### config.mk
export PLATFORM = sky130hd
export DESIGN_NAME = calc_ctrl_flat
export DESIGN_NICKNAME = d
export VERILOG_FILES = /design/src/rtl/calc_pkg.sv /design/src/rtl/calc_ctrl_if.sv /design/src/rtl/dec_accum.sv /design/src/rtl/calc_ctrl.sv /design/src/flat_wrapper.sv
export SDC_FILE = /design/constraint.sdc
export NUM_CORES = 1
export LEC_CHECK = 0
export ABC_AREA = 1
export CORE_MARGIN = 10
export CORE_UTILIZATION = 50
export DETAILED_ROUTE_END_ITERATION = 16
export GPL_TIMING_DRIVEN = 0
export PLACE_DENSITY = 0.73
export SLEW_MARGIN = 20
export SYNTH_ARGS = -nofsm -noshare
export SYNTH_HDL_FRONTEND = slang
export SYNTH_SLANG_ARGS = --single-unit
### constraint.sdc
create_clock -name IN_clk -period 3 [get_ports IN_clk]
set_input_delay 0.75 -clock IN_clk [delete_from_list [all_inputs] [get_ports IN_clk]]
set_output_delay 0.75 -clock IN_clk [all_outputs]
set_load 0.005 [all_outputs]
### src/rtl/calc_pkg.sv
// Shared key codes, FSM state encoding and small key-decode helpers for the
// keypad-driven alu sequencer.
package calc_pkg;

    localparam int DATA_W = 8;

    localparam logic [3:0] KEY_ADD  = 4'hA;
    localparam logic [3:0] KEY_SUB  = 4'hB;
    localparam logic [3:0] KEY_AND  = 4'hC;
    localparam logic [3:0] KEY_OR   = 4'hD;
    localparam logic [3:0] KEY_CMP  = 4'hE;
    localparam logic [3:0] KEY_EQ   = 4'hF;
    localparam logic [3:0] ALU_IDLE = 4'h0;

    typedef enum logic [1:0] {
        S_A    = 2'd0,
        S_B    = 2'd1,
        S_EXEC = 2'd2,
        S_RES  = 2'd3
    } state_t;

    function automatic logic is_digit(input logic [3:0] k);
        return k <= 4'd9;
    endfunction

    function automatic logic is_op(input logic [3:0] k);
        return (k >= KEY_ADD) && (k <= KEY_CMP);
    endfunction

endpackage

### src/rtl/calc_ctrl_if.sv
// Keypad / alu / display bundle around calc_ctrl; slave is the sequencer side,
// master is the environment (keypad decoder, alu, display driver).
interface calc_ctrl_if;
    import calc_pkg::*;

    logic              key_valid;
    logic [3:0]        key_code;
    logic [DATA_W-1:0] alu_s;
    logic              alu_zero;
    logic              alu_carry_out;

    logic [3:0]        alu_cs;
    logic [DATA_W-1:0] alu_a;
    logic [DATA_W-1:0] alu_b;
    logic              alu_carry_in;
    logic [DATA_W-1:0] display;
    logic              zero_flag;
    logic              carry_flag;
    logic              err;
    logic              busy;
    logic              result_valid;

    modport slave (
        input  key_valid, key_code, alu_s, alu_zero, alu_carry_out,
        output alu_cs, alu_a, alu_b, alu_carry_in, display,
               zero_flag, carry_flag, err, busy, result_valid
    );

    modport master (
        output key_valid, key_code, alu_s, alu_zero, alu_carry_out,
        input  alu_cs, alu_a, alu_b, alu_carry_in, display,
               zero_flag, carry_flag, err, busy, result_valid
    );

endinterface

### src/rtl/dec_accum.sv
// Decimal operand accumulator: value = value*10 + digit, refusing any digit
// that would push the value past the operand range (reported on ovf).
module dec_accum
    import calc_pkg::*;
(
    input  logic              clk,
    input  logic              rst_n,
    input  logic              clr,
    input  logic              load,
    input  logic [DATA_W-1:0] load_val,
    input  logic              push,
    input  logic [3:0]        digit,
    output logic [DATA_W-1:0] value,
    output logic              ovf
);

    localparam int ACC_W = DATA_W + 4;
    localparam logic [ACC_W-1:0] MAX_V = ACC_W'((2 ** DATA_W) - 1);

    function automatic logic [ACC_W-1:0] shift_in(input logic [DATA_W-1:0] cur,
                                                  input logic [3:0]        d);
        return ACC_W'(cur) * ACC_W'(10) + ACC_W'(d);
    endfunction

    logic [ACC_W-1:0] next_w;

    assign next_w = shift_in(value, digit);
    assign ovf    = push && (next_w > MAX_V);

    always_ff @(posedge clk or negedge rst_n) begin
        if (!rst_n) begin
            value <= '0;
        end else if (clr) begin
            value <= '0;
        end else if (load) begin
            value <= load_val;
        end else if (push && !ovf) begin
            value <= next_w[DATA_W-1:0];
        end
    end

endmodule

### src/rtl/calc_ctrl.sv
// Keypad sequencer for the 8-bit alu: gathers A, operator, B and '=', holds the
// operands on the alu for EXEC_CYC cycles, then latches result and flags.
module calc_ctrl
    import calc_pkg::*;
#(
    parameter int EXEC_CYC    = 1,
    parameter bit CHAIN_CARRY = 1'b0
) (
    input  logic        IN_clk,
    input  logic        IN_rst_n,
    calc_ctrl_if.slave  bus
);

    localparam int CNT_W = (EXEC_CYC > 1) ? $clog2(EXEC_CYC) : 1;
    localparam logic [CNT_W-1:0] CNT_LAST = CNT_W'(EXEC_CYC - 1);

    state_t            state;
    logic [3:0]        op;
    logic [3:0]        last_op;
    logic              b_seen;
    logic              chain;
    logic [CNT_W-1:0]  cnt;
    logic [DATA_W-1:0] result;
    logic              zero_flag_r;
    logic              carry_flag_r;
    logic              err_r;
    logic              rv_r;

    logic [DATA_W-1:0] a_val, b_val;
    logic              a_ovf, b_ovf;
    logic              key_ok, dig, opk, eq;
    logic              chained_same;

    // Keys are only decoded outside S_EXEC; strobes during execution vanish here.
    assign key_ok = bus.key_valid && (state != S_EXEC);
    assign dig    = key_ok && is_digit(bus.key_code);
    assign opk    = key_ok && is_op(bus.key_code);
    assign eq     = key_ok && (bus.key_code == KEY_EQ);

    dec_accum u_acc_a (
        .clk      (IN_clk),
        .rst_n    (IN_rst_n),
        .clr      (1'b0),
        .load     ((state == S_RES) && (dig || opk || eq)),
        .load_val (dig ? DATA_W'(bus.key_code) : result),
        .push     ((state == S_A) && dig),
        .digit    (bus.key_code),
        .value    (a_val),
        .ovf      (a_ovf)
    );

    dec_accum u_acc_b (
        .clk      (IN_clk),
        .rst_n    (IN_rst_n),
        .clr      (((state == S_A) || (state == S_RES)) && opk),
        .load     (1'b0),
        .load_val ('0),
        .push     ((state == S_B) && dig),
        .digit    (bus.key_code),
        .value    (b_val),
        .ovf      (b_ovf)
    );

    always_ff @(posedge IN_clk or negedge IN_rst_n) begin
        if (!IN_rst_n) begin
            state        <= S_A;
            op           <= KEY_ADD;
            last_op      <= KEY_ADD;
            b_seen       <= 1'b0;
            chain        <= 1'b0;
            cnt          <= '0;
            result       <= '0;
            zero_flag_r  <= 1'b0;
            carry_flag_r <= 1'b0;
            err_r        <= 1'b0;
            rv_r         <= 1'b0;
        end else begin
            rv_r <= 1'b0;
            if (opk) begin
                err_r <= 1'b0;
            end
            if (a_ovf || b_ovf) begin
                err_r <= 1'b1;
            end
            unique case (state)
                S_A: begin
                    if (opk) begin
                        op     <= bus.key_code;
                        b_seen <= 1'b0;
                        state  <= S_B;
                    end
                end
                S_B: begin
                    if (dig) begin
                        b_seen <= 1'b1;
                    end
                    if (opk && !b_seen) begin
                        op <= bus.key_code;
                    end
                    if (eq) begin
                        cnt   <= '0;
                        state <= S_EXEC;
                    end
                end
                S_EXEC: begin
                    if (cnt == CNT_LAST) begin
                        result  <= bus.alu_s;
                        last_op <= op;
                        rv_r    <= 1'b1;
                        state   <= S_RES;
                        unique case (op)
                            KEY_CMP: begin
                                zero_flag_r  <= 1'b0;
                                carry_flag_r <= bus.alu_carry_out;
                            end
                            KEY_AND, KEY_OR: begin
                                zero_flag_r  <= bus.alu_zero;
                                carry_flag_r <= 1'b0;
                            end
                            default: begin
                                zero_flag_r  <= bus.alu_zero;
                                carry_flag_r <= bus.alu_carry_out;
                            end
                        endcase
                    end else begin
                        cnt <= cnt + 1'b1;
                    end
                end
                S_RES: begin
                    if (dig) begin
                        err_r        <= 1'b0;
                        carry_flag_r <= 1'b0;
                        chain        <= 1'b0;
                        state        <= S_A;
                    end else if (opk) begin
                        op     <= bus.key_code;
                        b_seen <= 1'b0;
                        chain  <= 1'b1;
                        state  <= S_B;
                    end else if (eq) begin
                        chain <= 1'b1;
                        cnt   <= '0;
                        state <= S_EXEC;
                    end
                end
                default: state <= S_A;
            endcase
        end
    end

    // A chained add->add or sub->sub may propagate the stored carry.
    assign chained_same = CHAIN_CARRY && chain && (op == last_op);

    always_comb begin
        bus.alu_carry_in = 1'b0;
        if (state == S_EXEC) begin
            if (op == KEY_SUB) begin
                bus.alu_carry_in = chained_same ? carry_flag_r : 1'b1;
            end else if (op == KEY_ADD) begin
                bus.alu_carry_in = chained_same ? carry_flag_r : 1'b0;
            end
        end
    end

    always_comb begin
        bus.display = a_val;
        unique case (state)
            S_A:          bus.display = a_val;
            S_B, S_EXEC:  bus.display = b_seen ? b_val : a_val;
            S_RES:        bus.display = result;
            default:      bus.display = a_val;
        endcase
    end

    assign bus.alu_cs       = (state == S_EXEC) ? op : ALU_IDLE;
    assign bus.alu_a        = a_val;
    assign bus.alu_b        = b_val;
    assign bus.busy         = (state == S_EXEC);
    assign bus.zero_flag    = zero_flag_r;
    assign bus.carry_flag   = carry_flag_r;
    assign bus.err          = err_r;
    assign bus.result_valid = rv_r;

endmodule

### src/flat_wrapper.sv
// flat-port wrapper written by rule: the top's interface ports become plain ports
module calc_ctrl_flat import calc_pkg::*;
#(
    parameter int EXEC_CYC    = 1,
    parameter bit CHAIN_CARRY = 1'b0
)
  (IN_clk, IN_rst_n, bus_key_valid, bus_key_code, bus_alu_s, bus_alu_zero, bus_alu_carry_out, bus_alu_cs, bus_alu_a, bus_alu_b, bus_alu_carry_in, bus_display, bus_zero_flag, bus_carry_flag, bus_err, bus_busy, bus_result_valid);
  calc_ctrl_if bus_i ();
  input  logic IN_clk;
  input  logic IN_rst_n;
  input wire logic [$bits(bus_i.key_valid)-1:0] bus_key_valid;
  input wire logic [$bits(bus_i.key_code)-1:0] bus_key_code;
  input wire logic [$bits(bus_i.alu_s)-1:0] bus_alu_s;
  input wire logic [$bits(bus_i.alu_zero)-1:0] bus_alu_zero;
  input wire logic [$bits(bus_i.alu_carry_out)-1:0] bus_alu_carry_out;
  output wire logic [$bits(bus_i.alu_cs)-1:0] bus_alu_cs;
  output wire logic [$bits(bus_i.alu_a)-1:0] bus_alu_a;
  output wire logic [$bits(bus_i.alu_b)-1:0] bus_alu_b;
  output wire logic [$bits(bus_i.alu_carry_in)-1:0] bus_alu_carry_in;
  output wire logic [$bits(bus_i.display)-1:0] bus_display;
  output wire logic [$bits(bus_i.zero_flag)-1:0] bus_zero_flag;
  output wire logic [$bits(bus_i.carry_flag)-1:0] bus_carry_flag;
  output wire logic [$bits(bus_i.err)-1:0] bus_err;
  output wire logic [$bits(bus_i.busy)-1:0] bus_busy;
  output wire logic [$bits(bus_i.result_valid)-1:0] bus_result_valid;
  assign bus_i.key_valid = bus_key_valid;
  assign bus_i.key_code = bus_key_code;
  assign bus_i.alu_s = bus_alu_s;
  assign bus_i.alu_zero = bus_alu_zero;
  assign bus_i.alu_carry_out = bus_alu_carry_out;
  assign bus_alu_cs = bus_i.alu_cs;
  assign bus_alu_a = bus_i.alu_a;
  assign bus_alu_b = bus_i.alu_b;
  assign bus_alu_carry_in = bus_i.alu_carry_in;
  assign bus_display = bus_i.display;
  assign bus_zero_flag = bus_i.zero_flag;
  assign bus_carry_flag = bus_i.carry_flag;
  assign bus_err = bus_i.err;
  assign bus_busy = bus_i.busy;
  assign bus_result_valid = bus_i.result_valid;
  calc_ctrl #(.EXEC_CYC(EXEC_CYC), .CHAIN_CARRY(CHAIN_CARRY)) u_core (.IN_clk(IN_clk), .IN_rst_n(IN_rst_n), .bus(bus_i));
endmodule
==> results.rst, run 1 <==
.. list-table::
   :header-rows: 1

   * - Metric
     - Value
   * - Total of endpoints with negative setup slack in the final report
     - 0
   * - Quantity of I/O buffers inserted on ports
     - 50
   * - Largest delay contributor family on the critical path
     - buffers and inverters
   * - Number of buffers added to fix hold violations after cts
     - 0
   * - Combinational family with the most area after synthesis
     - simple AND/OR/NAND/NOR gates
   * - Via count of the first global-routing pass
     - ~2800
   * - DRC violation count after routing
     - 0
   * - Most area-hungry cell type in the Yosys netlist
     - dfrtp_1
   * - Final ANT Viol Nets
     - 0
   * - Clock Skews
     - about 0.0097 ns
   * - Ant. Diodes
     - 0
   * - Number of buffer and inverter stages on the critical path
     - 2
   * - Post-Place Worst Slack
     - -0.115 ns
   * - HPWL after detailed placement
     - around 6.4 mm
   * - Sort of element at the start of the critical path
     - flip-flop
   * - Main area contributors after synthesis
     - dfrtp_1, ha_1, nand2_1, inv_1, o21ai_0
   * - Iteration count of the initial detailed-routing pass
     - 4
   * - Combined area of all synthesized cells
     - a little over 0.003 sq mm
   * - Starting density of the core
     - 51.4%
   * - Most common cell after layout, fill and taps aside
     - nand2_1
   * - Core Rows
     - 28
   * - Overall routed net length
     - 7.80 mm
   * - Primary flip-flop cell chosen by synthesis mapping
     - dfrtp_1
   * - Maximum achievable frequency
     - about 350 MHz
   * - Largest net degree at the start of global routing
     - 20
   * - Post-route insts no fill
     - roughly 550
   * - Fraction of final layout cells with drive strength greater than 1
     - a little under an eighth
   * - Die extent in y
     - 97.8 um
   * - Clock tree from TritonCTS
     - yes
   * - Slew Viols, Final
     - 0
   * - Flops & latches, synth
     - 35
   * - Combined global-route utilization of all metal layers
     - between 10% and 20%
   * - Number of buffers created by CTS
     - 5
   * - Result of the run
     - finished clean
   * - Number of buffers on the longest clock path
     - 2
   * - Design internal power
     - 2.32 mW
   * - Internal reg-to-reg setup slack
     - roughly 0.18 ns
   * - Avg Inst Size Synth
     - about 7.3 sq um
   * - Cell-by-cell listing of the critical path
     - inv_1 > ha_4 > nand2_1 > o22ai_1 > nand2_1 > o21ai_0 > clkdlybuf4s50_1
   * - Clock network latency to the later pin of the worst-skew pair
     - roughly 0.30 ns
   * - Part of the total power dissipated in combinational logic
     - between 60% and 70%
   * - Most repeated library cell on the critical path
     - nand2_1
   * - Core ar.
     - between 0.005 and 0.006 sq mm
   * - Max-cap check violation count
     - 0
   * - Final critical-path required period
     - 2.88 ns
   * - Via density per instance
     - just over 5
   * - Power share of the sequential group
     - 20.2%
   * - Critical register-to-register path endpoint
     - u_core.u_acc_a.value[6]
   * - Area growth syn-to-layout
     - 25.1%
   * - Critical path's largest stage delay
     - 0.54 ns
   * - Sequential fraction of the synthesis area
     - between 20 and 30%
   * - Count of mapped cells out of synthesis
     - approximately 420
   * - Root buf cell
     - clkbuf_8
   * - Worst r2r path cells
     - 15
   * - Total nets after synthesis
     - 470
   * - Library cell contributing the largest single delay on the critical path
     - clkdlybuf4s50_1
   * - Category of the worst setup path capture point
     - primary output
   * - Peak ir drop on the vdd network
     - 592 uV
   * - CTS H-Tree Depth
     - 2
   * - Share of the synthesized area in compound gates (AO/OA/AOI/OAI)
     - between 10 and 15%
   * - Via count
     - about 2800
   * - Arrival time at the worst endpoint
     - about 2.1 ns
   * - Synth Warn #
     - 0
   * - Critical path required time
     - ~2.3 ns
   * - Post-Synth Simple-Gate Area
     - roughly 29%
   * - Critical path peak fanout
     - 8
   * - Most frequent cells in the layout
     - nand2_1, inv_1, clkdlybuf4s50_1
   * - Post-Place Cells
     - 541
   * - Aggregate global routing overflow
     - 0
   * - Proportion of total power due to net switching
     - a little under half
   * - Worst r2r src
     - u_core.u_acc_a.value[1]
   * - TritonCTS sink count
     - 35
   * - Number of design-rule violations left by the first detailed-router iteration
     - just under 90
   * - Unrepaired setup endpoints after global routing
     - false
   * - Average wire per standard cell
     - between 10 and 15 um
   * - Power density normalized to cell area
     - roughly 1200 mW/mm^2
   * - Die ar.
     - roughly 0.0096 sq mm
   * - Tightest slew margin relative to the limit
     - 69.1%
   * - Leak pwr
     - roughly 1.9 nW
   * - Number of nets at the end of the flow
     - ~530
   * - Net Sw Power
     - 2.10 mW
   * - Die width
     - just under 100 um
   * - Clock transition time at the flip-flop clock pins of the worst setup and hold paths
     - 0.08 ns
   * - Count of cell types in the netlist
     - between 40 and 50
   * - Boundary pin count
     - 51
   * - Async S/R FF share, synth
     - 100%
   * - Post-layout utilization of the core
     - between 60 and 70%
   * - Antenna violations before repair
     - 0
   * - Number of enable-type register cells in the synthesized netlist
     - 0
   * - Worst slew pin tran
     - approximately 0.46 ns
   * - Global-route wire length before repair
     - about 13 mm
   * - Worst-case setup margin in the final layout
     - 0.119 ns
   * - Share of the synthesized area in the top cell type
     - between 20% and 30%
   * - Adder-cell share of the synthesized area
     - 16.7%
   * - Area share of xor/xnor cells in the synthesized design
     - under 10%
   * - Final hold vios
     - 0
   * - Fraction of power consumed by the clock network
     - approximately a tenth
   * - Final period utilization
     - between 90% and 100%
   * - Post-synthesis mux area share
     - 0.372%
   * - RePlAce Congestion
     - 0.905
   * - Critical path class
     - flip-flop to primary output
   * - Fill cell count
     - about 530
   * - Type of the most critical hold path
     - input port to async pin
-- what timing repair did --
item / CTS / global route
resized for setup: 3 / 8
endpoints found under the setup margin: 8 / 14
buffers inserted: 0 / 0
-- sequential cells by signal (all words and copies together), names as in the netlist --
signal,count
u_core.bus.result_valid,1
u_core.bus.err,1
u_core.bus.carry_flag,1
u_core.bus.zero_flag,1
u_core.u_acc_a.value,8
u_core.state,2
u_core.u_acc_b.value,8
u_core.result,8
u_core.b_seen,1
u_core.op,4
-- worst max path at each step --
stage	from	endpoint	slack, ns	cells after the start
detailed placement	bus_key_code[1]	u_core.u_acc_a.value[6]	-0.12	14
finish	u_core.state[0]	bus_display[2]	0.12	7
CTS	u_core.state[0]	bus_display[0]	0.02	7
global placement	bus_key_code[1]	u_core.u_acc_b.value[6]	-0.05	15
global route	u_core.u_acc_b.value[1]	u_core.u_acc_b.value[6]	0.0007	16
floorplan	u_core.u_acc_a.value[1]	u_core.u_acc_a.value[4]	0.45	16
-- worst register-to-register path, stage by stage (launching register included) --
cell	delay, ns
dfrtp_1	0.47
ha_1	0.33
ha_1	0.21
inv_1	0.10
fa_1	0.45
nor2_2	0.13
nand3_1	0.10
a21oi_2	0.18
nand2_1	0.07
nand2_1	0.06
nand2_1	0.10
nor2_2	0.11
nand2_2	0.07
nand2_4	0.11
buf_12	0.15
o21ai_2	0.06
-- cell families after synthesis --
kind of cell | count (synthesis)
AND/OR/NAND/NOR | 191
XOR/XNOR | 7
adder cells (fa/ha/maj) | 38
AO/OA/AOI/OAI | 71
buffers and inverters | 72
flip-flops | 35
multiplexers | 1
-- routing by layer --
layer	vias to the layer above	GRT usage (%)	share of wire, %	wire [um]
li1	1455	-	-	-
met1	1300	20.2	45	3490
met2	51	27.7	49	3800
met3	11	3.95	5.1	401
met4	0	4.81	1.4	107
met5	-	0	0	0
-- cell type report --
cell class              instances  area, sq um  area share (%)
flip-flops and latches         35          881            23.3
inverters                      64          243            6.42
clock inverters                 2         35.0           0.926
multi-input cells             308         1880            49.8
well taps                      75         93.8            2.48
clock buffers                   6         82.6            2.18
repair buffers                 51          528            14.0
plain buffers                   5         37.5           0.992
-- synth_stat cells, types with 5 or more instances --
cell type	n
nor2_1	22
nand2_2	8
o21ai_2	9
clkbuf_1	6
dfrtp_1	33
ha_1	34
nand3_1	25
nand3b_1	7
o21ai_1	5
inv_2	6
o21ai_0	35
inv_1	56
nand2_1	108
o22ai_1	5
a21oi_1	11
-- stage by stage --
step           cell area [sq um]  hold slack [ns]  power, mW  setup TNS (ns)
2_1_floorplan               3030            0.454       2.93               0
3_3_place_gp                3620            0.468       3.84          -0.607
3_5_place_dp                3640            0.472       3.92           -1.41
4_1_cts                     3760            0.405       4.41               0
5_1_grt                     3780            0.425       4.88               0
6_report                    3780            0.392       4.41               0
-- power groups by stage --
stage	Sequential [mW]	Clock, mW	Combinational, mW
after floorplan	0.847	0	2.09
after global placement	0.892	0	2.95
after detailed placement	0.901	0	3.02
after CTS	0.892	0.455	3.06
after global routing	0.924	0.474	3.48
final	0.893	0.454	3.07
(Power assumes the default switching activity.)
==> inputs of run 2 (changes only) <==
Settings changed: SKIP_CTS_REPAIR_TIMING set to 1.
==> run 2 against run 1 <==
Wire length is 0.49% lower. Flip-flop and latch count stayed put. Global-route usage hardly changed. Worst hold slack worse by 0.0048 ns. Cell count stayed put. Largest cell class unchanged. Count of clock-buffer cells in the layout stayed put. Die area stayed put.
==> results.rst, run 2 (same netlist as run 1, synthesis figures left out) <==
.. list-table::
   :header-rows: 1

   * - Metric
     - Value
   * - Number of nets at the end of the flow
     - 525
   * - Clock tree from TritonCTS
     - yes
   * - Area of combinational cells with multiple inputs
     - around 0.0019 sq mm
   * - Area growth syn-to-layout
     - 24.8%
   * - Via count
     - 2823
   * - Final Cell Area
     - 0.00378 sq mm
   * - Max-cap check violation count
     - 0
   * - Total of endpoints with negative setup slack in the final report
     - 0
   * - Critical path peak fanout
     - 8
   * - Type of the most critical hold path
     - input port to async pin
   * - DRC violation count after routing
     - 0
   * - Clock Skews
     - ~0.0085 ns
   * - Largest net degree at the start of global routing
     - 20
   * - Most frequent cells in the layout
     - nand2_1, inv_1, clkdlybuf4s50_1
   * - Core ar.
     - between 0.005 and 0.006 sq mm
   * - Arrival time at the worst endpoint
     - ~2.1 ns
   * - Combined flip-flop and latch cell area
     - 881 sq um
   * - Category of the worst setup path capture point
     - primary output
   * - Most common cell after layout, fill and taps aside
     - nand2_1
   * - Power share of the sequential group
     - around 20%
   * - Iteration count of the initial detailed-routing pass
     - 4
   * - Final critical-path required period
     - between 2 and 3 ns
   * - Overall routed net length
     - ~7.8 mm
   * - Combined global-route utilization of all metal layers
     - between 15 and 20%
   * - Boundary pin count
     - 51
   * - Antenna violations before repair
     - 0
   * - Part of the total power dissipated in combinational logic
     - ~69%
   * - Aggregate global routing overflow
     - 0
   * - RePlAce Congestion
     - 0.905
   * - Design internal power
     - roughly 2.3 mW
   * - Hold slack
     - 0.388 ns
   * - Number of design-rule violations left by the first detailed-router iteration
     - 86
   * - Peak ir drop on the vdd network
     - approximately 590 uV
   * - Leak pwr
     - about 1.9 nW
   * - Final hold vios
     - 0
   * - Result of the run
     - finished clean
   * - CTS H-Tree Depth
     - 2
   * - Starting density of the core
     - roughly half
   * - Worst slew pin tran
     - ~0.45 ns
   * - Tightest slew margin relative to the limit
     - about 70%
   * - Fill cell count
     - around 530
   * - Post-Place Cells
     - ~540
   * - Die width
     - about 98 um
   * - Ant. Diodes
     - 0
   * - Number of buffers created by CTS
     - 5
   * - Final period utilization
     - between 90% and 100%
   * - Clock network latency to the later pin of the worst-skew pair
     - about 0.30 ns
   * - Library cell contributing the largest single delay on the critical path
     - clkdlybuf4s50_1
   * - Via count of the first global-routing pass
     - approximately 2800
   * - Root buf cell
     - clkbuf_8
   * - Die extent in y
     - 97.8 um
   * - TritonCTS sink count
     - 35
   * - Average wire per standard cell
     - ~14 um
   * - Maximum achievable frequency
     - around 350 MHz
   * - Via density per instance
     - a little over 5
   * - Fraction of final layout cells with drive strength greater than 1
     - a little under an eighth
   * - Cell area after placement
     - 0.00364 sq mm
   * - Biggest regs
     - u_core.result (8), u_core.u_acc_a.value (8), u_core.u_acc_b.value (8)
   * - Critical path required time
     - ~2.3 ns
   * - Number of buffers on the longest clock path
     - 2
   * - Net Sw Power
     - around 2.1 mW
   * - Proportion of total power due to net switching
     - a little under half
   * - Core Rows
     - 28
   * - Critical path's largest stage delay
     - ~0.55 ns
   * - Final ANT Viol Nets
     - 0
   * - Quantity of I/O buffers inserted on ports
     - 50
   * - Global-route wire length before repair
     - 13.3 mm
   * - HPWL after detailed placement
     - about 6.4 mm
   * - Slew Viols, Final
     - 0
   * - Fraction of power consumed by the clock network
     - about 10%
   * - Most repeated library cell on the critical path
     - nand2_1
   * - Clock transition time at the flip-flop clock pins of the worst setup and hold paths
     - around 0.080 ns
   * - Unrepaired setup endpoints after global routing
     - false
   * - Critical path class
     - flip-flop to primary output
   * - Post-route insts no fill
     - about 550
   * - Cell-by-cell listing of the critical path
     - inv_1 > ha_4 > nand2_1 > o22ai_1 > nand2_1 > o21ai_0 > clkdlybuf4s50_1
   * - Sort of element at the start of the critical path
     - flip-flop
   * - Die ar.
     - around 0.0096 sq mm
   * - Power density normalized to cell area
     - 1160 mW/mm^2
[run 2: worst paths after layout]
check | start | endpoint | slack [ns] | cells past startpoint
worst max-delay path | u_core.state[0] | bus_display[0] | 0.13 | 7
worst min-delay path | IN_rst_n | u_core.u_acc_a.value[7] | 0.39 | 1
worst max register to register | u_core.u_acc_a.value[1] | u_core.u_acc_a.value[6] | 0.18 | 15
worst min register to register | u_core.bus.zero_flag | u_core.bus.zero_flag | 0.49 | 2
max in group asynchronous | IN_rst_n | u_core.op[3] | 2.07 | 2
min in group IN_clk | u_core.bus.zero_flag | u_core.bus.zero_flag | 0.49 | 2
[run 2: power groups by stage]
stage / sequential, mW / clock (mW) / combinational [mW]
detailed placement: 0.901 / 0 / 3.02
floorplan: 0.847 / 0 / 2.09
finish: 0.892 / 0.449 / 3.04
global route: 0.924 / 0.474 / 3.47
CTS: 0.892 / 0.455 / 3.04
global placement: 0.892 / 0 / 2.95
[run 2: layer usage]
metal | share of wire [%] | up-vias | GRT usage (%) | wire, um
met5 | 0 | - | 0 | 0
met4 | 1.4 | 0 | 4.70 | 111
met3 | 6.0 | 11 | 3.95 | 462
met2 | 49 | 59 | 28.0 | 3800
met1 | 44 | 1301 | 20.2 | 3390
li1 | - | 1452 | - | -
[run 2: through the flow]
stage	total power [mW]	setup slack, ns	setup TNS, ns	util (%)
6_report	4.38	0.128	0	64.2
2_1_floorplan	2.93	0.450	0	-
3_5_place_dp	3.92	-0.115	-1.41	61.9
4_1_cts	4.38	-0.305	-1.84	63.9
5_1_grt	4.87	0.000729	0	64.2
3_3_place_gp	3.84	-0.0506	-0.607	61.5
[run 2: layout make-up]
class,count,area share [%]
tap,75,2.49
clock inverter,2,0.928
timing repair buffer,51,14.0
buffer,5,0.994
clock buffer,6,2.19
multi-input combinational,308,49.7
sequential,35,23.3
inverter,64,6.43
[run 2: worst max-delay path: cells and delay by family (launching register included)]
kind                     cells  cell delay [ns]
AND/OR/NAND/NOR              2             0.17
flip-flops                   1             0.42
adder cells (fa/ha/maj)      1             0.32
AO/OA/AOI/OAI                2             0.25
buffers and inverters        2             0.66
==> inputs of run 3 (changes only) <==
Settings changed: GPL_ROUTABILITY_DRIVEN set to 1.
==> results of run 3 <==
Same layout as run 2: the final DEF is identical, and so are final timing and power.
==> patch 1: new RTL, settings of run 1 <==
`CHAIN_CARRY` is set to 1'b0 in 2 places; all go to 1'b1.
--- a/src/rtl/calc_ctrl.sv
+++ b/src/rtl/calc_ctrl.sv
@@ -4,7 +4,7 @@
     import calc_pkg::*;
 #(
     parameter int EXEC_CYC    = 1,
-    parameter bit CHAIN_CARRY = 1'b0
+    parameter bit CHAIN_CARRY = 1'b1
 ) (
     input  logic        IN_clk,
     input  logic        IN_rst_n,
--- a/src/flat_wrapper.sv
+++ b/src/flat_wrapper.sv
@@ -2,7 +2,7 @@
 module calc_ctrl_flat import calc_pkg::*;
 #(
     parameter int EXEC_CYC    = 1,
-    parameter bit CHAIN_CARRY = 1'b0
+    parameter bit CHAIN_CARRY = 1'b1
 )
   (IN_clk, IN_rst_n, bus_key_valid, bus_key_code, bus_alu_s, bus_alu_zero, bus_alu_carry_out, bus_alu_cs, bus_alu_a, bus_alu_b, bus_alu_carry_in, bus_display, bus_zero_flag, bus_carry_flag, bus_err, bus_busy, bus_result_valid);
   calc_ctrl_if bus_i ();
Function: changed (Yosys sat finds a counterexample within 10 cycles, from zero or initial values and one cycle with IN_rst_n low).
==> patch 1 against run 1 <==
Critical path depth did not move; design area rose by 5.7%; global-route usage rose by 0.85 points; clock power fell by 3%; clock skew fell by 0.0029 ns; total power fell by 4.2%; area after synthesis rose by 7.2%; non-clock buffer count rose by 2; sequential cell count rose by 5; wire length rose by 11%; register-to-register slack improved by 0.09 ns; setup slack got worse by 0.027 ns; critical path type unchanged; critical endpoint is now bus_alu_carry_in.
==> patch 1: results (changes against run 1) <==
outcome = completed (unchanged)
filler instances = 584 (was 528)
Max-cap violations = 0 (unchanged)
area after detailed placement = 0.00386 mm^2 (was 0.00364 mm^2)
Leak = 2.12 nW (was 1.89 nW)
Synthesis Warnings = 0 (unchanged)
synth cell count leaders = nand2_1 (128), inv_1 (60), nand3_1 (44) (was nand2_1 (108), inv_1 (56), o21ai_0 (35))
First-pass DRT Iterations = 4 (unchanged)
Top Family by Delay on Critical Path = buffers and inverters (unchanged)
Worst Reg-to-Reg Cells = 13 (was 15)
antenna viol nets, final = 0 (unchanged)
clk tree area frac = 2.69% (was 3.11%)
Worst slew margin = 67.7% (was 69.1%)
I/O Buffers = 50 (unchanged)
# clk buffers = 6 (unchanged)
maximum VDD drop = 0.000569 V (was 0.000592 V)
area of the multi-input gates = 0.00196 mm^2 (was 0.00188 mm^2)
RR Startpoint = u_core.u_acc_a.value[1] (unchanged)
pin count of the biggest net entering global routing = 26 (was 20)
H-tree depth = 2 (unchanged)
CTS Buffer Depth = 2 (unchanged)
CP Launch Point = u_core.state[0] (unchanged)
register area = 0.00101 mm^2 (was 881 um^2)
DR vias/cell = 5.32 (was 5.16)
HPWL reported at the end of detailed placement = 6850 um (was 6390 um)
DP Worst Slack = -0.120 ns (was -0.115 ns)
placed cell count = 578 (was 541)
multi-input gate count = 333 (was 308)
Final Skew = 0.00680 ns (was 0.00971 ns)
non-clk buf share = 14.0% (was 14.9%)
Netlist cell types = 38 (was 42)
FFs w/ async S/R, synth = 100% (unchanged)
number of global-route vias before repair = 3,010 (was 2,786)
DRT Wirelength = 8680 um (was 7800 um)
clock-pin slew on the worst setup and hold paths = 0.08 ns (about the same)
Largest stage delay, worst path = 0.50 ns (was 0.54 ns)
Hold WC Path Type = in -> async (unchanged)
1st-iter DRT viols = 148 (was 87)
clock buffer count from CTS = 5 (unchanged)
largest fanout on the critical path = 7 (was 8)
Diodes inserted = 0 (unchanged)
Non-CTS buffers = 58 (was 56)
sequential-to-total area share from yosys stat = 31.0% (was 29.0%)
sequential cell count = 40 (was 35)
slowest CP cell = clkdlybuf4s50_1 (unchanged)
share of layout cells above drive strength 1 = 8.88% (was 11.9%)
Logic inverters = 68 (was 64)
syn_nets = 505 (was 470)
Chip Width = 101 um (was 97.8 um)
Seq/total area = 25.2% (was 23.3%)
initial antenna violation count = 0 (unchanged)
Mapped Avg Cell Area = 7.21 um^2 (was 7.29 um^2)
vias post-DR = 3,106 (was 2,817)
clk_lat worst skew = 0.29 ns
GR Util All Layers = 17.2% (was 16.4%)
largest cells by area after synthesis = dfrtp_1 (28%), nand2_1 (15%), ha_1 (13%), inv_1 (6.9%), nand3_1 (6.8%) (was dfrtp_1 (27%), ha_1 (14%), nand2_1 (13%), inv_1 (6.9%), o21ai_0 (5.8%))
first-pass GRT wire length = 14,500 um (was 13,300 um)
fin nets = 561 (was 525)
Final GP Congestion = 0.888 (was 0.905)
clock root buffer = clkbuf_8 (unchanged)
[patch 1: changes by cell type in the layout (fill, tap and decap cells not counted), sizes merged, moves of 3 or more]
cell,run 1,this run
nand2,117,133
nor2,26,34
nand3,27,45
nand3b,7,2
or2,6,2
o22ai,5,0
buf,4,7
inv,63,68
o211ai,1,4
a21oi,13,9
dfrtp,33,36
xnor2,4,0
[patch 1: what timing repair did]
action                                  in CTS  in global routing
gates cloned                                 0                  0
endpoints found under the setup margin      11                 10
resized for setup                            5                  6
pin swaps                                    0                  1
setup buffers                                0                  1
[patch 1: worst paths after layout]
check / slack [ns] / to
max in group asynchronous: 2.10 / u_core.op[1]
setup reg to reg: 0.27 / u_core.u_acc_a.value[3]
setup / recovery: 0.09 / bus_alu_carry_in
min in group IN_clk: 0.48 / u_core.last_op[3]
hold reg to reg: 0.48 / u_core.last_op[3]
hold / removal: 0.37 / u_core.result[5]
[patch 1: kinds of logic (layout without fill, tap and decap cells)]
kind of cell	count (synthesis)	in the layout	share of synthesized area, %
AOI/OAI and AO/OA	67	67	11.2
adders and majority gates	38	38	15.6
and+or+nand+nor	223	223	31.6
buffers and inverters	77	134	9.26
xor gates and xnor gates	5	5	1.35
DFF	40	40	31.0
[patch 1: routing by layer]
metal	global-route usage (%)	up-vias	part of all wire (%)
met5	0	-	0
met4	3.04	0	0.62
met3	3.77	7	6.8
met2	28.3	79	48
met1	22.8	1444	45
li1	-	1576	-
[patch 1: power breakdown]
group	switching, mW	internal, mW	leakage, nW	total (mW)
sequential	0.267	0.793	0.489	1.06
combinational	1.53	1.20	1.58	2.73
clock	0.194	0.247	0.0552	0.441
==> patch 2: new RTL, flow settings as in run 1 <==
Made on the original files. The 4 states of `state_t` get a one-hot encoding in 4 bits.
--- a/src/rtl/calc_pkg.sv
+++ b/src/rtl/calc_pkg.sv
@@ -12,11 +12,11 @@
     localparam logic [3:0] KEY_EQ   = 4'hF;
     localparam logic [3:0] ALU_IDLE = 4'h0;
 
-    typedef enum logic [1:0] {
-        S_A    = 2'd0,
-        S_B    = 2'd1,
-        S_EXEC = 2'd2,
-        S_RES  = 2'd3
+    typedef enum logic [3:0] {
+        S_A    = 4'b0001,
+        S_B    = 4'b0010,
+        S_EXEC = 4'b0100,
+        S_RES  = 4'b1000
     } state_t;
 
     function automatic logic is_digit(input logic [3:0] k);
Check against the original RTL: no difference found for any inputs over 10 cycles, from zero or initial values and one cycle with IN_rst_n low; not proved beyond that.
==> patch 2 against run 1 <==
Design area rose by 3.9%; utilization up 1.4 points; total power down 22%; clock power is 24% lower; wire length up 9.3%; area after synthesis increased by 3.3%; sequential cell count grew 2; setup slack worse by 0.056 ns.
==> patch 2: results (changes against run 1) <==
number of global-route vias before repair = 2,898 (was 2,786)
largest cells by area after synthesis = dfrtp_1 (27%), nand2_1 (13%), ha_1 (12%), inv_1 (6.0%), nand3_1 (5.4%) (was dfrtp_1 (27%), ha_1 (14%), nand2_1 (13%), inv_1 (6.9%), o21ai_0 (5.8%))
initial antenna violation count = 0 (unchanged)
DP Worst Slack = -0.168 ns (was -0.115 ns)
share of layout cells above drive strength 1 = 14.9% (was 11.9%)
maximum VDD drop = 0.000456 V (was 0.000592 V)
first-pass GRT wire length = 13,900 um (was 13,300 um)
Largest stage delay, worst path = 0.59 ns (was 0.54 ns)
met3 wire len = 685 um (was 401 um)
largest fanout on the critical path = 10 (was 8)
Arr. time, crit path = 2.19 ns (was 2.13 ns)
WL met1 = 3750 um (was 3490 um)
Netlist cell types = 46 (was 42)
NetSw = 1.65 mW (was 2.10 mW)
fin nets = 528 (was 525)
Worst Reg-to-Reg Cells = 15 (unchanged)
clk_lat worst skew = 0.30 ns (about the same)
drt wl/cell = 15.4 um (was 14.3 um)
First-pass DRT Iterations = 5 (was 4)
slew at the pin with the worst max-slew slack = 0.604 ns (was 0.464 ns)
H-tree depth = 2 (unchanged)
GR Util All Layers = 16.8% (was 16.4%)
reg2reg end = u_core.u_acc_a.value[1] (was u_core.u_acc_a.value[6])
Largest regs = u_core.result x8, u_core.u_acc_a.value x8, u_core.u_acc_b.value x8 (unchanged)
Diodes inserted = 0 (unchanged)
outcome = completed (unchanged)
GR Util met1 = 21.0% (was 20.2%)
Hold Slack = 0.395 ns (was 0.392 ns)
met2 GRT Util = 26.8% (was 27.7%)
pin count of the biggest net entering global routing = 21 (was 20)
Leak = 2.03 nW (was 1.89 nW)
syn_nets = 461 (was 470)
sequential power = 870 uW (was 893 uW)
synth cell count leaders = nand2_1 (112), inv_1 (50), dfrtp_1 (34), nand3_1 (34), ha_1 (30) (was nand2_1 (108), inv_1 (56), o21ai_0 (35))
I/O Buffers = 50 (unchanged)
pwr dens = 877 mW/mm^2 (was 1170 mW/mm^2)
HPWL reported at the end of detailed placement = 6670 um (was 6390 um)
met2 WL post-DR = 3960 um (was 3800 um)
1st-iter DRT viols = 147 (was 87)
slowest CP cell = dfstp_2 (was clkdlybuf4s50_1)
sequential-to-total area share from yosys stat = 29.8% (was 29.0%)
area after detailed placement = 0.00374 mm^2 (was 0.00364 mm^2)
Final GP Congestion = 0.865 (was 0.905)
M3 GR Usage = 5.45% (was 3.95%)
Top Family by Delay on Critical Path = buffers and inverters (unchanged)
RR Startpoint = u_core.u_acc_a.value[1] (unchanged)
flop-to-flop setup slack = 0.18 ns (about the same)
filler instances = 531 (was 528)
Final Skew = 0.00542 ns (was 0.00971 ns)
DR vias/cell = 5.48 (was 5.16)
clock network power share = 10.1% (was 10.3%)
Hold WC Path Type = in -> async (unchanged)
-- patch 2: worst max path at each step --
| stage | endpoint | cells past startpoint | start | slack, ns |
|---|---|---|---|---|
| after floorplan | u_core.u_acc_b.value[3] | 14 | u_core.u_acc_b.value[1] | 0.46 |
| after global placement | u_core.u_acc_b.value[6] | 11 | bus_key_code[1] | -0.11 |
| after detailed placement | u_core.u_acc_b.value[2] | 11 | bus_key_code[1] | -0.17 |
| after CTS | bus_display[1] | 10 | u_core.state[1] | 0.05 |
| after global routing | bus_display[5] | 10 | u_core.state[0] | -0.05 |
| final | bus_display[1] | 10 | u_core.state[0] | 0.06 |
-- patch 2: per-stage QoR --
stage / util [%] / std cells
after CTS: 64.8 / 549
after floorplan: - / 410
final: 65.6 / 553
after global routing: 65.6 / 553
after detailed placement: 62.4 / 536
after global placement: 62.1 / 535
-- patch 2: final cells by class --
class	count	area (um^2)	share of cell area, %
multi-input cells	311	1990	50.5
flip-flops and latches	37	932	23.7
clock buffers	5	68.8	1.75
repair buffers	59	579	14.7
well taps	75	93.8	2.39
inverters	57	219	5.57
plain buffers	6	35.0	0.891
clock inverters	3	17.5	0.445
-- patch 2: kinds of logic after synthesis --
logic type                 after synthesis  synth area share, %
AOI/OAI and AO/OA                       54                 11.4
buffers and inverters                   63                 7.73
DFF                                     37                 29.8
and+or+nand+nor                        214                 34.3
adders and majority gates               34                 14.6
xor gates and xnor gates                 8                 2.24
-- patch 2: repair_timing --
| action | CTS | global route |
|---|---|---|
| pin swaps | 2 | 4 |
| endpoints found under the setup margin | 8 | 17 |
| endpoints found under the hold margin | 0 | 0 |
| buffers inserted | 5 | 3 |
| cloned | 0 | 1 |
| hold buffers | 0 | 0 |
| gates resized for setup | 14 | 11 |
